--- src/rtl/mem_stage.sv ---
// LC-3b memory-access stage: word, byte and indirect data-memory
// transactions over a request/response handshake, with pipeline stall.
module mem_stage (
    input  logic        clk,
    input  logic        reset,
    input  logic        valid_in,
    input  logic        mem_read_in,
    input  logic        mem_write_in,
    input  logic        indirect_in,
    input  logic        byte_in,
    input  logic [15:0] addr_in,
    input  logic [15:0] sr_data_in,
    input  logic        advance_in,
    input  logic        dmem_resp,
    input  logic [15:0] dmem_rdata,
    output logic        dmem_read,
    output logic        dmem_write,
    output logic [15:0] dmem_address,
    output logic [15:0] dmem_wdata,
    output logic [1:0]  dmem_byte_enable,
    output logic [15:0] mem_wdata_out,
    output logic        stall
);

    typedef enum logic [1:0] {IDLE, IND, ACC, DONE} state_t;

    state_t      state;
    logic [15:0] ptr;
    logic        pending;
    logic        byte_op;
    logic [15:0] acc_addr;
    logic [7:0]  sel_byte;
    logic [15:0] load_val;

    assign pending = valid_in & (mem_read_in | mem_write_in);
    // Indirect wins over byte when both are set.
    assign byte_op = byte_in & ~indirect_in;

    always_comb begin
        acc_addr = {addr_in[15:1], 1'b0};
        if (indirect_in)
            acc_addr = {ptr[15:1], 1'b0};
        else if (byte_op)
            acc_addr = addr_in;
    end

    assign sel_byte = acc_addr[0] ? dmem_rdata[15:8] : dmem_rdata[7:0];
    assign load_val = byte_op ? {{8{sel_byte[7]}}, sel_byte} : dmem_rdata;

    assign stall = ((state == IDLE) & pending) | (state == IND) | (state == ACC);

    always_comb begin
        dmem_read        = 1'b0;
        dmem_write       = 1'b0;
        dmem_address     = 16'h0000;
        dmem_wdata       = 16'h0000;
        dmem_byte_enable = 2'b00;
        unique case (state)
            IND: begin
                dmem_read        = 1'b1;
                dmem_address     = {addr_in[15:1], 1'b0};
                dmem_byte_enable = 2'b11;
            end
            ACC: begin
                dmem_address = acc_addr;
                if (mem_read_in) begin
                    dmem_read        = 1'b1;
                    dmem_byte_enable = 2'b11;
                end else if (byte_op) begin
                    dmem_write       = 1'b1;
                    dmem_wdata       = {sr_data_in[7:0], sr_data_in[7:0]};
                    dmem_byte_enable = acc_addr[0] ? 2'b10 : 2'b01;
                end else begin
                    dmem_write       = 1'b1;
                    dmem_wdata       = sr_data_in;
                    dmem_byte_enable = 2'b11;
                end
            end
            default: begin
            end
        endcase
    end

    always_ff @(posedge clk) begin
        if (reset) begin
            state         <= IDLE;
            ptr           <= 16'h0000;
            mem_wdata_out <= 16'h0000;
        end else begin
            unique case (state)
                IDLE: begin
                    if (pending)
                        state <= indirect_in ? IND : ACC;
                end
                IND: begin
                    if (dmem_resp) begin
                        ptr   <= dmem_rdata;
                        state <= ACC;
                    end
                end
                ACC: begin
                    if (dmem_resp) begin
                        if (mem_read_in)
                            mem_wdata_out <= load_val;
                        state <= DONE;
                    end
                end
                DONE: begin
                    if (advance_in)
                        state <= IDLE;
                end
                default: state <= IDLE;
            endcase
        end
    end

endmodule

--- config.mk ---
export PLATFORM = sky130hd
export DESIGN_NAME = mem_stage
export DESIGN_NICKNAME = d
export VERILOG_FILES = /design/src/rtl/mem_stage.sv
export SDC_FILE = /design/constraint.sdc
export NUM_CORES = 1
export LEC_CHECK = 0
export ABC_AREA = 0
export BUFFER_PORTS_ARGS = -buffer_cell sky130_fd_sc_hd__buf_2
export CAP_MARGIN = 0
export CORE_ASPECT_RATIO = 0.6
export CORE_MARGIN = 10
export CORE_UTILIZATION = 30
export CTS_CLUSTER_SIZE = 20
export DETAILED_ROUTE_END_ITERATION = 8
export PLACE_DENSITY = 0.56
export SLEW_MARGIN = 20
export SYNTH_ARGS = -nofsm -noshare
export SYNTH_HDL_FRONTEND = slang
export SYNTH_SLANG_ARGS = --single-unit
--- constraint.sdc ---
create_clock -name clk -period 4 [get_ports clk]
set_input_delay 0.8 -clock clk [delete_from_list [all_inputs] [get_ports clk]]
set_output_delay 0.8 -clock clk [all_outputs]
set_load 0.01 [all_outputs]
# [Yosys cells after proc, flatten, opt, wreduce, memory -nomap -nowiden]
# Cells that the tools add are included.
[word_totals] ff_bits=34 in_bits=57
[classes] reduce_logical=4 n_bitwise=7 eq_ne=7 mux=22
[op_table] operator="$mux 16" n=5
[op_table] operator="$pmux 16 s2" n=1
[op_table] operator="$mux 2" n=8
[op_table] operator="$mux 8" n=1
[op_table] operator="$ne 2x2->1 const B" n=4
[op_table] operator="$pmux 2 s4" n=1
[op_table] operator="$eq 2x2->1 const B" n=2
[op_table] operator="$mux 1" n=4
[op_table] operator="$pmux 2 s2" n=1
[op_table] operator="$reduce_and 4->1" n=1
[op_table] operator="$and 1x1->1" n=3
[op_table] operator="$or 1x1->1" n=3
[op_table] operator="$reduce_and 3->1" n=1
[op_table] operator="$eq 2x1->1 const B" n=1
[op_table] operator="$logic_not 2->1" n=1
[op_table] operator="$pmux 1 s2" n=1
[op_table] operator="$reduce_and 2->1" n=1
[op_table] operator="$not 1->1" n=1

# [Longest topological paths before layout]
[logic_depth] depth_word=8 depth_mapped=7

# [Worst setup path after synthesis]
# No wires, ideal clock.
[synth_timing] path_kind="input port to output port" start="input indirect_in" end="output dmem_address[14]" arrival_ps=1623 setup_slack_ps=1577 path_buffers=2 stages=5 cell_sequence="buf_4 > buf_6 > mux2_2 > a22oi_1 > nor2b_1"
[synth_via] elab_chain_cells=2
[synth_rtl] element="start: declaration" line_no="9" rtl="input logic indirect_in,"
[synth_rtl] element="$mux 16" line_no="41" rtl="if (indirect_in)"
[synth_rtl] element="$pmux 16 s2" line_no="58" rtl="unique case (state)"
[synth_rtl] element="end: declaration" line_no="18" rtl="output logic [15:0] dmem_address,"
# Every way passes these cells.

# [Worst setup path after layout]
[layout_timing] start="input indirect_in" end="output dmem_byte_enable[1]"
[layout_via] elab_chain_cells=8
[layout_rtl] element="$not 1->1" line_no="37" rtl="assign byte_op = byte_in & ~indirect_in;"
[layout_rtl] element="$and 1x1->1" line_no="37"
[layout_rtl] element="$mux 1" line_no="43" rtl="else if (byte_op)"
[layout_rtl] element="$mux 16" line_no="41"
[layout_rtl] element="$mux 2" line_no="72" rtl="dmem_byte_enable = acc_addr[0] ? 2'b10 : 2'b01;"
[layout_rtl] element="$mux 2 (*)" line_no="69" rtl="end else if (byte_op) begin"
[layout_rtl] element="$mux 2 (*)" line_no="66" rtl="if (mem_read_in) begin"
[layout_rtl] element="$pmux 2 s2 (*)" line_no="58"
[layout_rtl] element="end: declaration" line_no="20" rtl="output logic [1:0] dmem_byte_enable,"
# Mark *: on every way between the ends. The rest lies on a longest branch, timed or not.

==> results.py <==
metrics = {
    "floorplan": {
        "core_area_sq_um": 7210,
        "rows": 24,
        "die_area_sq_um": 11300,
        "die_x_microns": 131,
        "initial_core_util_pct": 30.7,
        "io_pins": 110,
        "die_h_microns": 86.6,
    },
    "global_route": {
        "track_usage_pct": 12.5,
        "grt_pass1_vias": 2136,
        "antenna_found_initial": 0,
        "grt_overflow": 0,
        "grt_start_max_net_pins": 36,
        "grt_pass1_wl_microns": 11300,
    },
    "clocking": {
        "cts.repair.resized": 0,
        "postCtsSetupBuffers": 0,
        "insertion_delay_ps": 280,
        "hold_buffers": 0,
        "clock_path_buffers": 2,
        "clk_pin_slew_ps": 50,
        "cts.sinks": 33,
        "cts-htree-levels": 2,
        "cts_made_buffers": 5,
        "cts_tree": "yes",
        "cts_root_buf": "clkbuf_16",
    },
    "placement": {
        "dp_slack_ps": 924,
        "gp_congestion": 0.774,
        "port_buffers": 109,
        "hpwl_microns": 5930,
    },
    "detailed_routing": {
        "wl_met3_microns": 679,
        "via_count": 2220,
        "ant_nets": 0,
        "routed.top_layer": "met4",
        "drt-initial-drc-count": 153,
        "wl_microns": 7370,
        "wl_met2_microns": 3080,
        "viasPerCell": 4.81,
        "firstDrtPassIters": 4,
        "drt-met1-wl_microns": 3600,
        "drc": 0,
        "routedWlPerCell_microns": 16.0,
    },
    "power": {
        "p_int_uw": 841,
        "power.switching_uw": 490,
        "p_seq_share_pct": 29.4,
        "p_clk_share_pct": 28.0,
        "pwr-share-comb_pct": 42.6,
        "power.density_nw_per_um2": 463,
        "max-vdd-ir-drop_mv": 0.200,
        "p_leak_nw": 1.31,
        "switching_share_pct": 36.8,
    },
    "synthesis": {
        "netlist_area_sq_um": 2210,
        "synth_area_leaders": "dfxtp_1, nand2_1, a311oi_2, mux2_2, a21oi_1",
        "syn_nets": 339,
        "ys_types": 32,
        "synth_top_area_share_pct": 29.8,
        "yosys-top-cells-count": "nand2_1, dfxtp_1, a21oi_1",
        "synth-seq-cells": 33,
        "yosysMostFrequentCell": "nand2_1",
        "yosysWarnings": 0,
        "avgSynthCellArea_sq_um": 8.00,
        "ys_seq_area_share_pct": 29.8,
        "yosys.area.top_type": "dfxtp_1",
        "postSynth.asyncResetShare_pct": 0,
        "ys.flop_type": "dfxtp_1",
        "syn_inst": 277,
        "synth_edf_count": 0,
    },
    "timing": {
        "fin_crit_sh_pct": 76.9,
        "fin_worst_skew_ps": 8.00,
        "fin_crit_ps": 3080,
        "grt_setup_unrepaired": "false",
        "hold_viol": 0,
        "worst_pin_slew_ps": 817,
        "slew_viol_final": 0,
        "max_freq_mhz": 325,
        "setup_violations": 0,
        "max_slew_margin_pct": 45.6,
        "fin_ws_ps": 924,
        "fin_tns_setup_ps": 0,
    },
    "layout": {
        "multi_input_area_sq_um": 1380,
        "areaGrowthSynthToFinish_pct": 29.8,
        "num_antenna_cells": 0,
        "num-fill-cells": 763,
        "layout-drive-gt1-share_pct": 41.0,
        "area.sequential_sq_um": 661,
        "fin_nets": 432,
        "finish.utilization_pct": 39.9,
    },
    "setup_path": {
        "criticalPathCategory": "input port to output port",
        "worstSetupEndpointType": "output port",
        "crit_chain": "buf_2 -> nand2b_1 -> o31a_1 -> o21a_1 -> buf_2",
        "cp_max_fo": 21,
        "slowest_delay_ps": 500,
        "slowest_stage": "nand2b_1",
        "critPathMostFrequentCell": "buf_2",
        "arrival_ps": 2280,
        "cp-start-kind": "input port",
        "critPathRequiredTime_ps": 3200,
    },
    "job": {
        "drv_cap": 0,
    },
    "min_path": {
        "hold_path_class": "flip-flop to flip-flop",
    },
    "status": {
        "outcome": "finished clean",
    },
}
power by group through the flow:
stage	registers, mW	clock network (mW)	logic [mW]
floorplan	0.402	0	0.404
global placement	0.396	0	0.570
detailed placement	0.398	0	0.575
global route	0.395	0.398	0.637
finish	0.391	0.373	0.568
CTS	0.391	0.381	0.577
worst paths after layout:
| path | start | to | slack [ps] | cells after the start |
|---|---|---|---|---|
| hold reg to reg | ptr[5] | ptr[5] | 450 | 2 |
| hold / removal | ptr[5] | ptr[5] | 450 | 2 |
| setup reg to reg | state[1] | ptr[8] | 1900 | 5 |
| setup / recovery | indirect_in | dmem_byte_enable[1] | 920 | 5 |
metrics by stage:
stage	hold slack, ps	total power [mW]	cells	instance area, sq um
CTS	454	1.35	462	2880
global placement	445	0.967	454	2730
detailed placement	447	0.973	454	2730
finish	452	1.33	462	2880
floorplan	433	0.806	277	2210
global route	472	1.43	462	2880
state kept, by name, summed over array words and instances, names as in the netlist:
name           count
ptr               15
state              2
mem_wdata_out     16
cell families after synthesis:
logic type | share of synthesized area [%]
muxes | 9.55
buffers and inverters | 7.74
DFF | 29.8
and+or+nand+nor | 26.9
AOI/OAI and AO/OA | 23.2
adders and majority gates | 2.82
routing by layer:
metal / vias to the layer above / track usage (%)
met4: 0 / 1.81
met1: 1011 / 17.2
li1: 1137 / -
met5: - / 0
met3: 2 / 5.00
met2: 70 / 18.3
area by class of cell:
type	instances	share of cell area [%]
tap	91	3.96
clock inverter	3	0.609
clock buffer	5	4.35
timing repair buffer	111	19.5
inverter	4	0.522
multi-input combinational	215	48.1
sequential	33	23.0
cell usage in the layout (no fill, tap or decap):
master,count
dfxtp_1,33
mux2i_1,2
nand2b_1,5
nor2_1,21
buf_2,109
inv_2,1
nand3b_4,1
o221a_2,1
buf_4,2
clkinvlp_4,1
a211oi_1,1
nand3_1,8
clkinv_2,2
a21oi_1,25
o21a_1,4
nand2_4,1
inv_1,3
a21boi_0,1
and2_1,9
and2b_1,1
a311oi_1,2
mux2_2,16
mux2_1,1
clkbuf_16,5
nor2b_1,16
nand2_1,65
and3_1,1
o21ai_0,1
o31a_1,1
a311oi_2,13
ha_1,5
a22oi_1,14
critical path: cells and delay by family:
| family | cells | cell delay [ps] |
|---|---|---|
| AOI/OAI and AO/OA | 2 | 580 |
| and+or+nand+nor | 1 | 500 |
| buffers and inverters | 2 | 380 |
No activity file was read; power rests on OpenSTA's default activity.
